===== src/rtl/mac_pkg.sv =====
// mac_pkg: shared types and width/limit helpers for the MAC accumulator.
//   state_e    : accumulator FSM state
//   acc_width  : accumulator width from multiplier operand width and guard bits
//   sat_max    : most positive signed value of an aw-bit word (zero-extended to MAX_AW)
//   sat_min    : most negative signed value of an aw-bit word (sign-extended to MAX_AW)
package mac_pkg;

  typedef enum logic {
    IDLE  = 1'b0,
    ACCUM = 1'b1
  } state_e;

  localparam int CNT_W  = 16;
  localparam int MAX_AW = 256;

  function automatic int acc_width(input int width, input int guard);
    return 2 * width + guard;
  endfunction

  // Callers keep only the low aw bits of the returned word.
  function automatic logic [MAX_AW-1:0] sat_max(input int aw);
    logic [MAX_AW-1:0] v;
    v = '0;
    for (int i = 0; i < MAX_AW; i++) begin
      if (i < aw - 1) v[i] = 1'b1;
    end
    return v;
  endfunction

  function automatic logic [MAX_AW-1:0] sat_min(input int aw);
    logic [MAX_AW-1:0] v;
    v = '1;
    for (int i = 0; i < MAX_AW; i++) begin
      if (i < aw - 1) v[i] = 1'b0;
    end
    return v;
  endfunction

endpackage


===== src/rtl/mac_accumulator_sat_adder.sv =====
// sat_adder: combinational signed AW-bit adder with saturation.
//   i_a, i_b : signed addends
//   o_sum    : a+b clamped to the AW-bit signed range
//   o_ovf    : high when the clamp was applied
module sat_adder
  import mac_pkg::*;
#(
  parameter int AW = 72
) (
  input  logic signed [AW-1:0] i_a,
  input  logic signed [AW-1:0] i_b,
  output logic signed [AW-1:0] o_sum,
  output logic                 o_ovf
);

  localparam logic [MAX_AW-1:0] MAX_FULL = sat_max(AW);
  localparam logic [MAX_AW-1:0] MIN_FULL = sat_min(AW);
  localparam logic [AW-1:0]     MAX_V    = MAX_FULL[AW-1:0];
  localparam logic [AW-1:0]     MIN_V    = MIN_FULL[AW-1:0];

  logic [AW:0] w_wide;
  logic        w_pos_ovf;
  logic        w_neg_ovf;

  // One extra bit holds the true sum; the top two bits disagree only on overflow,
  // and the extra bit gives the direction.
  assign w_wide    = {i_a[AW-1], i_a} + {i_b[AW-1], i_b};
  assign w_pos_ovf = !w_wide[AW] &&  w_wide[AW-1];
  assign w_neg_ovf =  w_wide[AW] && !w_wide[AW-1];

  always_comb begin
    o_sum = w_wide[AW-1:0];
    if (w_pos_ovf)      o_sum = MAX_V;
    else if (w_neg_ovf) o_sum = MIN_V;
  end

  assign o_ovf = w_pos_ovf | w_neg_ovf;

endmodule


===== src/rtl/mac_accumulator.sv =====
// mac_accumulator: sums a vector of up to LEN signed products into a guarded,
// saturating accumulator and hands one dot-product result per vector to a
// holding register.
//   clk, rst_n            : clock, synchronous active-low reset
//   clr                   : abort the vector in progress (held result kept)
//   in_valid/in_ready     : product handshake; in_last ends the vector early
//   in_product            : signed 2*WIDTH product
//   out_valid/out_ready   : result handshake
//   out_sum/out_count     : saturated sum and number of products in the vector
//   out_ovf               : saturation happened somewhere in the vector
//
// state | meaning
// IDLE  | no partial vector; acc and cnt are zero
// ACCUM | at least one product of the current vector accepted
module mac_accumulator
  import mac_pkg::*;
#(
  parameter  int WIDTH = 32,
  parameter  int LEN   = 16,
  parameter  int GUARD = 8,
  localparam int PW    = 2 * WIDTH,
  localparam int AW    = acc_width(WIDTH, GUARD)
) (
  input  logic                 clk,
  input  logic                 rst_n,
  input  logic                 clr,
  input  logic                 in_valid,
  output logic                 in_ready,
  input  logic signed [PW-1:0] in_product,
  input  logic                 in_last,
  output logic                 out_valid,
  input  logic                 out_ready,
  output logic signed [AW-1:0] out_sum,
  output logic [CNT_W-1:0]     out_count,
  output logic                 out_ovf
);

  state_e              r_state;
  state_e              w_state_nxt;

  logic signed [AW-1:0] r_acc;
  logic [CNT_W-1:0]     r_cnt;
  logic                 r_ovf_acc;

  logic                 r_out_valid;
  logic signed [AW-1:0] r_out_sum;
  logic [CNT_W-1:0]     r_out_count;
  logic                 r_out_ovf;

  logic                 w_in_ready;
  logic                 w_fire;
  logic                 w_term;
  logic [CNT_W:0]       w_cnt_inc;
  logic signed [AW-1:0] w_prod_ext;
  logic signed [AW-1:0] w_acc_base;
  logic signed [AW-1:0] w_sum;
  logic                 w_beat_ovf;
  logic                 w_acc_clear;
  logic                 w_acc_load;

  // A held result only blocks input when the consumer is not taking it now,
  // so back-to-back vectors keep full throughput.
  assign w_in_ready = !clr && (!r_out_valid || out_ready);
  assign w_fire     = in_valid && w_in_ready;
  assign w_cnt_inc  = {1'b0, r_cnt} + {{CNT_W{1'b0}}, 1'b1};
  assign w_term     = w_fire && (in_last || (w_cnt_inc == (CNT_W+1)'(LEN)));
  assign w_prod_ext = AW'(in_product);

  sat_adder #(.AW(AW)) u_sat_adder (
    .i_a   (w_acc_base),
    .i_b   (w_prod_ext),
    .o_sum (w_sum),
    .o_ovf (w_beat_ovf)
  );

  always_ff @(posedge clk) begin
    if (!rst_n) r_state <= IDLE;
    else        r_state <= w_state_nxt;
  end

  always_comb begin
    w_state_nxt = r_state;
    if (clr || w_term) w_state_nxt = IDLE;
    else if (w_fire)   w_state_nxt = ACCUM;
  end

  always_comb begin
    w_acc_base  = (r_state == ACCUM) ? r_acc : '0;
    w_acc_clear = clr || w_term;
    w_acc_load  = w_fire && !w_term;
  end

  always_ff @(posedge clk) begin
    if (!rst_n) begin
      r_acc     <= '0;
      r_cnt     <= '0;
      r_ovf_acc <= 1'b0;
    end else if (w_acc_clear) begin
      r_acc     <= '0;
      r_cnt     <= '0;
      r_ovf_acc <= 1'b0;
    end else if (w_acc_load) begin
      r_acc     <= w_sum;
      r_cnt     <= w_cnt_inc[CNT_W-1:0];
      r_ovf_acc <= r_ovf_acc | w_beat_ovf;
    end
  end

  // A terminating beat can only fire when the held slot is empty or being
  // popped, so loading here never overwrites an undelivered result.
  always_ff @(posedge clk) begin
    if (!rst_n) begin
      r_out_valid <= 1'b0;
      r_out_sum   <= '0;
      r_out_count <= '0;
      r_out_ovf   <= 1'b0;
    end else if (w_term) begin
      r_out_valid <= 1'b1;
      r_out_sum   <= w_sum;
      r_out_count <= w_cnt_inc[CNT_W-1:0];
      r_out_ovf   <= r_ovf_acc | w_beat_ovf;
    end else if (r_out_valid && out_ready) begin
      r_out_valid <= 1'b0;
    end
  end

  assign in_ready  = w_in_ready;
  assign out_valid = r_out_valid;
  assign out_sum   = r_out_sum;
  assign out_count = r_out_count;
  assign out_ovf   = r_out_ovf;

endmodule

===== config.mk =====
export PLATFORM = sky130hd
export DESIGN_NAME = mac_accumulator
export DESIGN_NICKNAME = d
export VERILOG_FILES = /design/src/rtl/mac_pkg.sv /design/src/rtl/mac_accumulator_sat_adder.sv /design/src/rtl/mac_accumulator.sv
export SDC_FILE = /design/constraint.sdc
export NUM_CORES = 1
export LEC_CHECK = 0
export BUFFER_PORTS_ARGS = -buffer_cell sky130_fd_sc_hd__buf_2
export CORE_MARGIN = 3
export CORE_UTILIZATION = 45
export CTS_CLUSTER_DIAMETER = 120
export DETAILED_ROUTE_END_ITERATION = 10
export GPL_TIMING_DRIVEN = 0
export HOLD_SLACK_MARGIN = 0.15
export PLACE_DENSITY = 0.62
export SLEW_MARGIN = 10
export SYNTH_ARGS = -nofsm -noshare
export SYNTH_HDL_FRONTEND = slang
export SYNTH_HIERARCHICAL = 1
export SYNTH_SLANG_ARGS = --single-unit

===== constraint.sdc =====
create_clock -name clk -period 6.3 [get_ports clk]
set_input_delay 1.26 -clock clk [delete_from_list [all_inputs] [get_ports clk]]
set_output_delay 1.26 -clock clk [all_outputs]
set_load 0.01 [all_outputs]

* Word-level counts from Yosys, hierarchy flattened
Cells that the tools add are included.
Operators by class: add/subtract/negate cells 2, equality and inequality tests 1, multiplexer cells 5, bitwise operators 3, reduce and logical (&&, ||, !) cells 17
Operators with widths (number):
- $mux W72 | 3
- $add A72 B64 Y73 | 1
- $add A16 B1 Y17 const B | 1
- $eq A17 B5 Y1 const B | 1
- $logic_and A1 B1 Y1 | 7
- $logic_not A1 Y1 | 5
- $logic_or A1 B1 Y1 | 3
- $mux W1 | 2
- $or A1 B1 Y1 | 2
- $reduce_bool A2 Y1 | 1
- $reduce_or A2 Y1 | 1
- $not A1 Y1 | 1
Storage, ports and cells: register bits 180, bits of input ports 70, output and inout bits 91, logic and storage cells 36

* Longest topological paths before layout
word-level depth 7, gate-level depth with buffers 24, gate-level depth less buffers 21

* Hierarchy
Netlist, hierarchy kept.
By module, submodules not included:
- mac_accumulator | instances 1, cells an instance 809, area each 7240.7 um^2
- sat_adder | instances 1, cells an instance 758, area each 5151.2 um^2

* Least setup slack after synthesis
Ideal clock, no wire load.
path type input-to-reg, from input in_product[20], to register r_acc[66], setup time 0.117 ns, arrival time 4.944 ns, data required time 6.183 ns, path slack 1.239 ns, stages on the path 19, cell sequence ha_1 > and2_1 > buf_6 > and3_1 > a221oi_2 > o21ai_1 > o21ai_2 > a211oi_2 > a211oi_4 > o31ai_4 > a221oi_2 > xor2_1 > ha_1 > clkbuf_1 > inv_1 > nand3_1 > mux2i_1 > or4_1 > a22o_1
On the way: word-level cells in the longest chain between the ends 5, elaborated cells between the ends (all ways) 7, classes of those cells add/sub (1); mux (2); reduce/logical (4)
Ends and longest elaborated chain:
- start: declaration | line mac_accumulator.sv:29 | input logic signed [PW-1:0] in_product,
- $add A72 B64 Y73 (*) | line mac_accumulator_sat_adder.sv:27 | assign w_wide = {i_a[AW-1], i_a} + {i_b[AW-1], i_b};
- $logic_not A1 Y1 | line mac_accumulator_sat_adder.sv:29 | assign w_neg_ovf = w_wide[AW] && !w_wide[AW-1];
- $logic_and A1 B1 Y1 | line mac_accumulator_sat_adder.sv:29
- $mux W72 | line mac_accumulator_sat_adder.sv:34 | else if (w_neg_ovf) o_sum = MIN_V;
- $mux W72 (*) | line mac_accumulator_sat_adder.sv:33 | if (w_pos_ovf) o_sum = MAX_V;
- net w_sum[66] | line mac_accumulator.sv:56 | logic signed [AW-1:0] w_sum;
- end signal: assignment | line mac_accumulator.sv:103 | r_acc <= w_sum;
- end: declaration | line mac_accumulator.sv:41 | logic signed [AW-1:0] r_acc;
The timed path passes the listed nets; every way through them passes the cells marked *. A chain may end at the register's enable or synchronous reset.

* Worst setup path in the final report
from register r_state, to register r_acc[66]
On the way: word-level cells in the longest chain between the ends 6, elaborated cells between the ends (all ways) 8, classes of those cells add/sub (1); mux (3); reduce/logical (4)
Ends and longest elaborated chain:
- start: declaration | line mac_accumulator.sv:38 | state_e r_state;
- start signal: assignment | line mac_accumulator.sv:78 | else r_state <= w_state_nxt;
- $mux W72 (*) | line mac_accumulator.sv:88 | w_acc_base = (r_state == ACCUM) ? r_acc : '0;
- net w_acc_base[9] | line mac_accumulator.sv:55 | logic signed [AW-1:0] w_acc_base;
- $add A72 B64 Y73 (*) | line mac_accumulator_sat_adder.sv:27
- $logic_not A1 Y1 | line mac_accumulator_sat_adder.sv:29
- $logic_and A1 B1 Y1 | line mac_accumulator_sat_adder.sv:29
- $mux W72 | line mac_accumulator_sat_adder.sv:34
- $mux W72 (*) | line mac_accumulator_sat_adder.sv:33
- net w_sum[66] | line mac_accumulator.sv:56
Marked as above.

==> impl_metrics.csv <==
group,metric,value,unit
detailed_routing,drt-total-wl,37.7,mm
detailed_routing,post_drt_wl_per_cell,18.0,um
critical_path,worstSetupEndpointType,"flip-flop",
clock_tree,htreeDepth,4,
timing,slew_headroom,0.314,
cells_and_area,final_common_cell,"buf_2",
pwr,leakage,6.14,nW
clock_tree,clock-sinks,180,
timing,hold_viol_final,0,
detailed_routing,drt_first_iter_violations,1053,
critical_path,cp.required,6640,ps
floorplanning,rows,60,
clock_tree,clockBufferDepth,2,
timing,finalCriticalPeriod,5980,ps
critical_path,r2r_cells,20,
detailed_routing,vias,12160,
pwr,p_sw,0.815,mW
critical_path,path_class,"reg -> reg",
detailed_routing,drc,0,
cells_and_area,final_util,0.526,
synthesis,ys_seq_area_frac,0.291,
synthesis,yosys_warnings,6,
synthesis,synth_largest_area_cell,"dfxtp_1",
critical_path,arrival,6310,ps
synthesis,synth_edf_count,0,
timing,final.setup_skew,17.1,ps
critical_path,cp.depth,20,
placement,gp_congestion,0.906,
critical_path,cp_slowest_stage_delay,570,ps
cells_and_area,layout_common_cells,"182 x buf_2, 179 x dfxtp_1, 176 x o21ai_0",
grt,grt_max_degree,20,
timing,finalSetupViolCount,0,
pwr,peakVddDrop,0.154,mV
pwr,power.total,2.64,mW
synthesis,synth-main-ff-cell,"dfxtp_1",
timing,tightestPinTransition,1030,ps
detailed_routing,post_drt_via_cell_ratio,5.79,
clock_tree,root_buffer,"clkbuf_16",
pwr,internal-power,1.83,mW
timing,fin_tns_setup,0,ps
pwr,clkPwrFrac,0.417,
placement,postPlaceCellArea,13600,sq um
critical_path,crit_slowest_cell,"or4_1",
flow_run,cap_violations,0,
grt,antenna_found_initial,1,
pwr,p_comb_frac,0.136,
placement,portBuffers,160,
placement,hpwl,28.9,mm
timing,drv_slew,0,
critical_path,worst-path-buf-inv,3,
synthesis,synth_area_per_cell,7.91,sq um
synthesis,yosysUniqueCellTypes,90,
clock_tree,cts.clk_slew.worst_paths,90,ps
grt,grt_overflow,0,
critical_path,endpoint,"r_acc[66]",
clock_tree,insertion_delay,440,ps
synthesis,synth-async-reset-ratio,0,
timing,rsz0062_at_grt,"no",
synthesis,syn-num-nets,1714,
floorplanning,die_y,172,um
critical_path,crit_family,"compound AO/OA/AOI/OAI gates",
critical_path,reg2reg_slack,320,ps
floorplanning,dieArea,29600,sq um
critical_path,r2r-start,"r_state",
critical_path,cp-start-kind,"flip-flop",
floorplanning,ios,161,
clock_tree,tritoncts,"done",
floorplanning,core-area,27000,sq um
pwr,power_density,186,nW/um^2
detailed_routing,dr.pass1.iters,5,
detailed_routing,detail-route-antenna-nets,0,
timing,period_share,0.949,
synthesis,synth_area,12400,sq um
cells_and_area,stdcell_area,14200,sq um
min_path,min_path_type,"reg -> reg",
status,status,"complete, no violations",
critical_path,crit_path_max_fanout,10,
critical_path,cp_cell_sequence,"clkbuf_1 -> and2_1 -> ha_1 -> a21oi_1 -> a211oi_1 -> o22ai_1 -> a2111oi_4 -> o21ai_2 -> a211oi_2 -> a211oi_4 -> o31ai_4 -> a221oi_2 -> xor2_1 -> ha_1 -> clkbuf_1 -> inv_1 -> nand3_1 -> mux2i_1 -> or4_1 -> a22o_1",
floorplanning,start_util,0.459,
floorplanning,die_x,172,um
critical_path,crit_start,"r_state",
pwr,seq_power_share,0.447,
synthesis,synth_area_leaders,"dfxtp_1 29%, ha_1 7.7%, o21ai_0 7.1%",
grt,grt_pass1_wl,60.1,mm
cells_and_area,drive_gt1_frac,0.158,
critical_path,r2r-end,"r_acc[66]",
synthesis,yosys_register_bits,180,
grt,grt_pass1_vias,11479,
clock_tree,post_cts_buffers,0,
synthesis,synth_cells,1567,
synthesis,synth_top_cell_area_share,0.291,
timing,max_freq,167,MHz
clock_tree,cts-buffers-inserted,17,
pwr,p_sw_frac,0.309,
cells_and_area,nNetsFinal,1892,
cells_and_area,syn_to_final_growth,14.7,%
grt,grt_usage,0.251,
## flip-flops by register name (all words and copies together), names as in the netlist
register and count:
r_acc 72, r_cnt 16, r_ovf_acc 1, out_ovf 1, out_count 16, out_valid 1
r_state 1, out_sum 72
## Yosys cell counts, types with 33 or more instances
master / number
a22o_1: 84
nor2_1: 65
nand3_1: 101
nand2_1: 164
clkbuf_1: 66
ha_1: 76
dfxtp_1: 180
and2_1: 78
a21oi_1: 94
xnor2_1: 48
o21ai_0: 176
o21ai_1: 33
## area by class of cell
type | instances | area [sq um]
tap | 341 | 427
multi-input combinational | 1237 | 8000
inverter | 29 | 109
antenna | 1 | 2.50
buffer | 120 | 684
timing repair buffer | 160 | 801
clock buffer | 17 | 425
clock inverter | 15 | 158
fill | 2670 | 12800
sequential | 180 | 3600
## how the worst min path moves through the flow
| stage | cells after the start | slack [ps] | start | to |
|---|---|---|---|---|
| 6_report | 2 | 450 | out_sum[42] | out_sum[42] |
| 5_1_grt | 2 | 470 | out_sum[33] | out_sum[33] |
| 4_1_cts | 2 | 460 | out_sum[47] | out_sum[47] |
| 3_5_place_dp | 1 | 450 | r_acc[14] | r_acc[14] |
| 3_3_place_gp | 2 | 440 | out_sum[54] | out_sum[54] |
| 2_1_floorplan | 1 | 430 | r_acc[47] | r_acc[47] |
## logic make-up after synthesis
family,after synthesis,synth area share
xor+xnor,77,0.0544
flops,180,0.291
fa+ha+maj,77,0.0784
mux,5,0.00404
buf+inv,150,0.0642
compound gates,539,0.288
simple gates,539,0.220
## power by group through the flow
stage	Clock [mW]	Sequential [mW]	Combinational [mW]
2_1_floorplan	0	1.21	0.221
3_3_place_gp	0	1.20	0.354
3_5_place_dp	0	1.21	0.358
4_1_cts	1.12	1.18	0.358
5_1_grt	1.16	1.18	0.399
6_report	1.10	1.18	0.359
## worst min-delay path: stages, from the launching register on
cell     delay (ps)
dfxtp_1         310
nand2_1          50
o21ai_0          50
## repair_timing
action	in CTS	in global routing
setup endpoints to repair	17	109
hold buffers	0	0
gates cloned	0	0
gates resized for setup	0	4
## per-layer routing
metal	track usage	up-vias	wire, um
li1	-	6041	-
met4	0.0684	0	768
met5	0	-	0
met1	0.361	5706	18400
met3	0.0302	48	1820
met2	0.397	365	16800
## per-stage QoR
| step | setup slack [ps] | hold slack, ps | instances |
|---|---|---|---|
| after floorplan | 1240 | 434 | 1567 |
| after global placement | -30.9 | 444 | 2068 |
| after detailed placement | -89.4 | 447 | 2068 |
| after CTS | 51.1 | 458 | 2099 |
| after global routing | 66.8 | 471 | 2100 |
| final | 321 | 452 | 2100 |
Power figures use the tool's default switching activity.
